### src/rtl/serial_parity_pkg.sv
// Shared types and width helpers for the serial parity shifter.
package serial_parity_pkg;

   typedef enum logic [1:0] {
      IDLE   = 2'd0,
      SHIFT  = 2'd1,
      PARITY = 2'd2
   } state_e;

   // Counter width able to hold 0..data_w inclusive.
   function automatic int cnt_width(input int data_w);
      return $clog2(data_w + 1);
   endfunction

   localparam int DEFAULT_DATA_W = 4;
   localparam int DEFAULT_CNT_W  = cnt_width(DEFAULT_DATA_W);

endpackage

### src/rtl/serial_parity_shifter_ones_accumulator.sv
// Counts ones seen on the serial stream for one word; parity is the count LSB.
module ones_accumulator #(
   parameter int CNT_W = 3
) (
   input  logic             clk,
   input  logic             rst,
   input  logic             clr,
   input  logic             en,
   input  logic             bit_in,
   output logic [CNT_W-1:0] count,
   output logic             parity
);

   logic [CNT_W-1:0] count_q;
   logic [CNT_W-1:0] count_d;

   // Clear wins over a same-cycle increment so a fresh word starts from zero.
   always_comb begin
      count_d = count_q;
      if (clr) begin
         count_d = '0;
      end else if (en) begin
         count_d = count_q + CNT_W'(bit_in);
      end else begin
         count_d = count_q;
      end
   end

   // Count register.
   always_ff @(posedge clk or posedge rst) begin
      if (rst) begin
         count_q <= '0;
      end else begin
         count_q <= count_d;
      end
   end

   assign count  = count_q;
   assign parity = count_q[0];

endmodule

### src/rtl/serial_parity_shifter.sv
// Serializes each captured word, then emits one parity bit and reports the
// number of ones in the word.
module serial_parity_shifter
   import serial_parity_pkg::*;
#(
   parameter  int DATA_W    = 4,
   parameter  int LSB_FIRST = 1,
   parameter  int ODD_PAR   = 0,
   localparam int CNT_W     = cnt_width(DATA_W)
) (
   input  logic              clk,
   input  logic              rst,
   input  logic [DATA_W-1:0] data_in,
   input  logic              load,
   input  logic              hold,
   output logic              ready,
   output logic              ser_out,
   output logic              ser_valid,
   output logic              par_valid,
   output logic [CNT_W-1:0]  ones_count,
   output logic              busy
);

   state_e              state_q, state_d;
   logic [DATA_W-1:0]   shreg_q, shreg_d;
   logic [CNT_W-1:0]    bit_idx_q, bit_idx_d;
   logic [CNT_W-1:0]    ones_count_q, ones_count_d;

   logic                cur_bit_s;
   logic                shift_step_s;
   logic                capture_s;
   logic [CNT_W-1:0]    acc_count_s;
   logic                acc_par_s;

   assign cur_bit_s    = (LSB_FIRST != 0) ? shreg_q[0] : shreg_q[DATA_W-1];
   assign shift_step_s = (state_q == SHIFT) && !hold;
   assign capture_s    = load && ((state_q == IDLE) || ((state_q == PARITY) && !hold));

   ones_accumulator #(
      .CNT_W (CNT_W)
   ) u_acc (
      .clk    (clk),
      .rst    (rst),
      .clr    (capture_s),
      .en     (shift_step_s),
      .bit_in (cur_bit_s),
      .count  (acc_count_s),
      .parity (acc_par_s)
   );

   // Next-state logic for the FSM, shift register and completed-word count.
   always_comb begin
      state_d      = state_q;
      shreg_d      = shreg_q;
      bit_idx_d    = bit_idx_q;
      ones_count_d = ones_count_q;
      case (state_q)
         IDLE: begin
            if (load) begin
               shreg_d   = data_in;
               bit_idx_d = '0;
               state_d   = SHIFT;
            end else begin
               state_d   = IDLE;
            end
         end
         SHIFT: begin
            if (!hold) begin
               if (LSB_FIRST != 0) begin
                  shreg_d = {1'b0, shreg_q[DATA_W-1:1]};
               end else begin
                  shreg_d = {shreg_q[DATA_W-2:0], 1'b0};
               end
               bit_idx_d = bit_idx_q + {{(CNT_W-1){1'b0}}, 1'b1};
               if (bit_idx_q == CNT_W'(DATA_W - 1)) begin
                  state_d = PARITY;
               end else begin
                  state_d = SHIFT;
               end
            end else begin
               state_d = SHIFT;
            end
         end
         PARITY: begin
            // A load during hold is dropped here; upstream keeps it asserted.
            if (!hold) begin
               ones_count_d = acc_count_s;
               if (load) begin
                  shreg_d   = data_in;
                  bit_idx_d = '0;
                  state_d   = SHIFT;
               end else begin
                  state_d   = IDLE;
               end
            end else begin
               state_d = PARITY;
            end
         end
         default: begin
            state_d = IDLE;
         end
      endcase
   end

   // State registers.
   always_ff @(posedge clk or posedge rst) begin
      if (rst) begin
         state_q      <= IDLE;
         shreg_q      <= '0;
         bit_idx_q    <= '0;
         ones_count_q <= '0;
      end else begin
         state_q      <= state_d;
         shreg_q      <= shreg_d;
         bit_idx_q    <= bit_idx_d;
         ones_count_q <= ones_count_d;
      end
   end

   assign ready      = (state_q == IDLE) || (state_q == PARITY);
   assign busy       = (state_q == SHIFT) || (state_q == PARITY);
   assign ser_valid  = (state_q == SHIFT) && !hold;
   assign par_valid  = (state_q == PARITY) && !hold;
   assign ser_out    = (state_q == SHIFT)  ? cur_bit_s :
                       (state_q == PARITY) ? (acc_par_s ^ (ODD_PAR != 0)) : 1'b0;
   // The word's count is visible during its own parity cycle, then held.
   assign ones_count = (state_q == PARITY) ? acc_count_s : ones_count_q;

endmodule

### config.mk
export PLATFORM = sky130hd
export DESIGN_NAME = serial_parity_shifter
export DESIGN_NICKNAME = d
export VERILOG_FILES = /design/src/rtl/serial_parity_pkg.sv /design/src/rtl/serial_parity_shifter_ones_accumulator.sv /design/src/rtl/serial_parity_shifter.sv
export SDC_FILE = /design/constraint.sdc
export NUM_CORES = 1
export LEC_CHECK = 0
export ABC_AREA = 0
export CAP_MARGIN = 0
export CORE_AREA = 2 2 44 46
export CTS_CLUSTER_SIZE = 16
export DETAILED_ROUTE_END_ITERATION = 10
export DIE_AREA = 0 0 46 48
export HOLD_SLACK_MARGIN = 0.08
export PLACE_DENSITY = 0.89
export SYNTH_ARGS = -nofsm -noshare
export SYNTH_HDL_FRONTEND = slang
export SYNTH_HIERARCHICAL = 1
export SYNTH_SLANG_ARGS = --single-unit
### constraint.sdc
create_clock -name clk -period 4.95 [get_ports clk]
set_clock_uncertainty 0.2 [all_clocks]
set_input_delay 0.99 -clock clk [delete_from_list [all_inputs] [get_ports clk]]
set_output_delay 0.99 -clock clk [all_outputs]
set_load 0.01 [all_outputs]
==> impl_metrics.csv <==
group,metric,value,unit
pwr,p_seq_share,35.5,%
floorplan,core_area,1689,µm²
routing,wl_per_cell,14.87,µm
critical_path,worst_path_most_repeated_cell,"clkdlybuf4s50_1",
critical_path,critPathMaxStageDelay,0.62,ns
layout,areaGrowthSynthToFinish,18.26,%
global_route,grt_antenna_before_repair,0,
flow_run,max_cap_violations,0,
clock_network,clk_pin_slew_worst_paths,0.09,ns
placement,dp_slack,1.220,ns
clock_network,cts.sinks,15,
clock_network,cts_buffer_depth,2,
logic_synthesis,ys_ff_latch,15,
logic_synthesis,synth_xor_area_share,0,%
global_route,track_usage,17.67,%
critical_path,r2r_start,"state_q[1]",
layout,final_nets,109,
logic_synthesis,avgSynthCellArea,12.08,µm²
clock_network,htreeDepth,1,
routing,routed-via-count,582,
clock_network,cts_tree,"built",
logic_synthesis,synthesis.nets,92,
logic_synthesis,synth_top_family_by_area,"multiplexers",
pwr,power,569.3,µW
floorplan,start_util,54.37,%
logic_synthesis,synth_compound_area_share,8.856,%
pwr,p_clk_share,12.3,%
logic_synthesis,synth_edf_count,0,
logic_synthesis,synthSimpleGateAreaFrac,8.856,%
layout,drive_gt1_share,16.30,%
pwr,p_int,370.5,µW
critical_path,timing.rr.end,"u_acc/count[1]",
critical_path,path_cells,"clkdlybuf4s50_1, nor2b_1, clkdlybuf4s50_1",
hold_path,hold_path_class,"flop to flop",
logic_synthesis,ys_top_cells_by_area,"dfrtp_1 (41%), ha_1 (11%), mux2_4 (9.8%)",
routing,wl,1621,µm
critical_path,critPathLaunchType,"input port",
logic_synthesis,synthAdderAreaFrac,10.90,%
clock_network,numCtsBuffers,3,
logic_synthesis,synthMostInstantiatedCell,"dfrtp_1",
timing,fin_crit_sh,75.57,%
pwr,switchingPower,198.9,µW
floorplan,die_x,46,µm
critical_path,timing.reg2reg.worst_path_depth,5,
timing,holdWs,0.3004,ns
timing,setup_violations,0,
layout,final_area,1086,µm²
critical_path,arrival,2.55,ns
timing,worst_pin_slew,0.5265,ns
layout,n_antenna_cell,0,
placement,port-buffer-count,15,
placement,dpl_cell_area,1060,µm²
pwr,combPwrFrac,52.2,%
placement,hpwl,1204,µm
critical_path,cp-endpoint,"ser_valid",
logic_synthesis,synth_mux_area_share,23.98,%
timing,fin_tns_setup,0,ns
logic_synthesis,yosysUniqueCellTypes,23,
critical_path,critPathMaxFanout,6,
critical_path,worstSetupEndpointType,"primary output",
global_route,grt_pass1_vias,581,
logic_synthesis,seq_area_frac_synth,40.87,%
logic_synthesis,yosys_warnings,6,
timing,final_hold_viol_count,0,
pwr,ir_drop,0.2974,mV
logic_synthesis,yosys-top-cells-count,"dfrtp_1 (15), ha_1 (8), inv_1 (8)",
logic_synthesis,yosysTopAreaCellShare,40.87,%
timing,rsz0062_at_grt,"false",
routing,drc_errors,0,
pwr,p_leak,0.0005316,µW
pwr,pwr_density_cell,524.2,nW/µm²
critical_path,slowest_stage,"clkdlybuf4s50_1",
logic_synthesis,synth_top_area_cell,"dfrtp_1",
logic_synthesis,netlist_instances,76,
routing,drt_iter0_drc,7,
logic_synthesis,syn_area,918.4,µm²
clock_network,cts_root_buf,"clkbuf_4",
clock_network,worstSkewPairLatency,0.28,ns
critical_path,crit_start,"hold",
critical_path,worstPathRequired,3.76,ns
critical_path,worst-r2r-setup-slack,2.89,ns
routing,drtAntennaViolNets,0,
run_status,status,"finished, final reports clean",
critical_path,crit_type,"input port to primary output",
timing,post-route-worst-setup-slack,1.209,ns
floorplan,dieArea,2208,µm²
clock_network,cts_hold_buffers,0,
timing,slew_violations,0,
floorplan,num_io_pins,16,
pwr,p_sw_share,34.93,%
global_route,grt_max_degree,14,
global_route,overflow,0,
global_route,grt_pass1_wl,2573,µm
logic_synthesis,ys_async_sr_fraction,100.0,%
timing,fmax,0.2673,GHz
timing,fin_crit,3.741,ns
clock_network,cts_resized,0,
placement,gp_congestion,0.7640,
logic_synthesis,ys.flop_type,"dfrtp_1",
routing,first_pass_iters,3,
routing,vias_per_cell,5.339,
floorplan,die_h,48,µm
timing,slew_headroom,64.90,%
clock_network,cts_setup_buffers,0,
floorplan,rows,15,
[logic make-up after synthesis]
family                     after synthesis
and+or+nand+nor                         15
DFF                                     15
adders and majority gates                8
AOI/OAI and AO/OA                        9
buffers and inverters                   11
muxes                                   18
[placed cells by master, fill, tap and decap left out, drive strengths merged]
master / instances
a21bo: 1
a21oi: 3
clkbuf: 4
clkdlybuf4s50: 15
dfrtp: 15
ha: 8
inv: 8
mux2: 14
mux2i: 4
nand2: 5
nand2b: 1
nand3b: 2
nor2: 2
nor2b: 4
o211ai: 1
o21ai: 4
or2: 1
[sequential cells by signal (all words and copies together) (netlist names)]
register	cells
state_q	2
shreg_q	4
ones_count_q	3
u_acc/count	3
bit_idx_q	3
[stage by stage]
step | util (%) | cells
2_1_floorplan | - | 76
3_3_place_gp | 62.74 | 105
3_5_place_dp | 62.74 | 105
4_1_cts | 64.30 | 109
5_1_grt | 64.30 | 109
6_report | 64.30 | 109
[critical path, delay by kind of cell]
kind          cells  cell delay (ns)
buf+inv           2             1.16
simple gates      1             0.40
[power groups by stage]
stage / logic (µW) / registers [µW] / clock network [µW]
after floorplan: 231 / 195 / 0
after global placement: 290 / 202 / 0
after detailed placement: 300 / 205 / 0
after CTS: 303 / 204 / 74.4
after global routing: 327 / 207 / 81.3
final: 297 / 202 / 70.1
[worst min-delay path by stage]
stage	from	cells past startpoint	to	slack (ns)
2_1_floorplan	ones_count_q[0]	1	ones_count_q[0]	0.25
3_3_place_gp	ones_count_q[1]	1	ones_count_q[1]	0.26
3_5_place_dp	ones_count_q[1]	1	ones_count_q[1]	0.28
4_1_cts	ones_count_q[0]	1	ones_count_q[0]	0.31
5_1_grt	ones_count_q[0]	1	ones_count_q[0]	0.33
6_report	ones_count_q[0]	1	ones_count_q[0]	0.30
[layout make-up]
type | instances | area, µm²
Inverter | 8 | 30.03
Sequential cell | 15 | 375.4
Multi-Input combinational cell | 50 | 483.0
Clock buffer | 4 | 26.28
Tap cell | 17 | 21.27
Fill cell | 136 | 603.1
Timing Repair Buffer | 15 | 150.1
[per-layer routing]
| layer | vias up | global-route usage [%] | part of all wire (%) |
|---|---|---|---|
| met5 | - | 0 | 0 |
| met3 | 4 | 3.396 | 2.5 |
| met4 | 0 | 10.29 | 1.2 |
| met2 | 14 | 30.56 | 52 |
| li1 | 285 | - | - |
| met1 | 279 | 20.33 | 44 |
(Power assumes the default switching activity.)
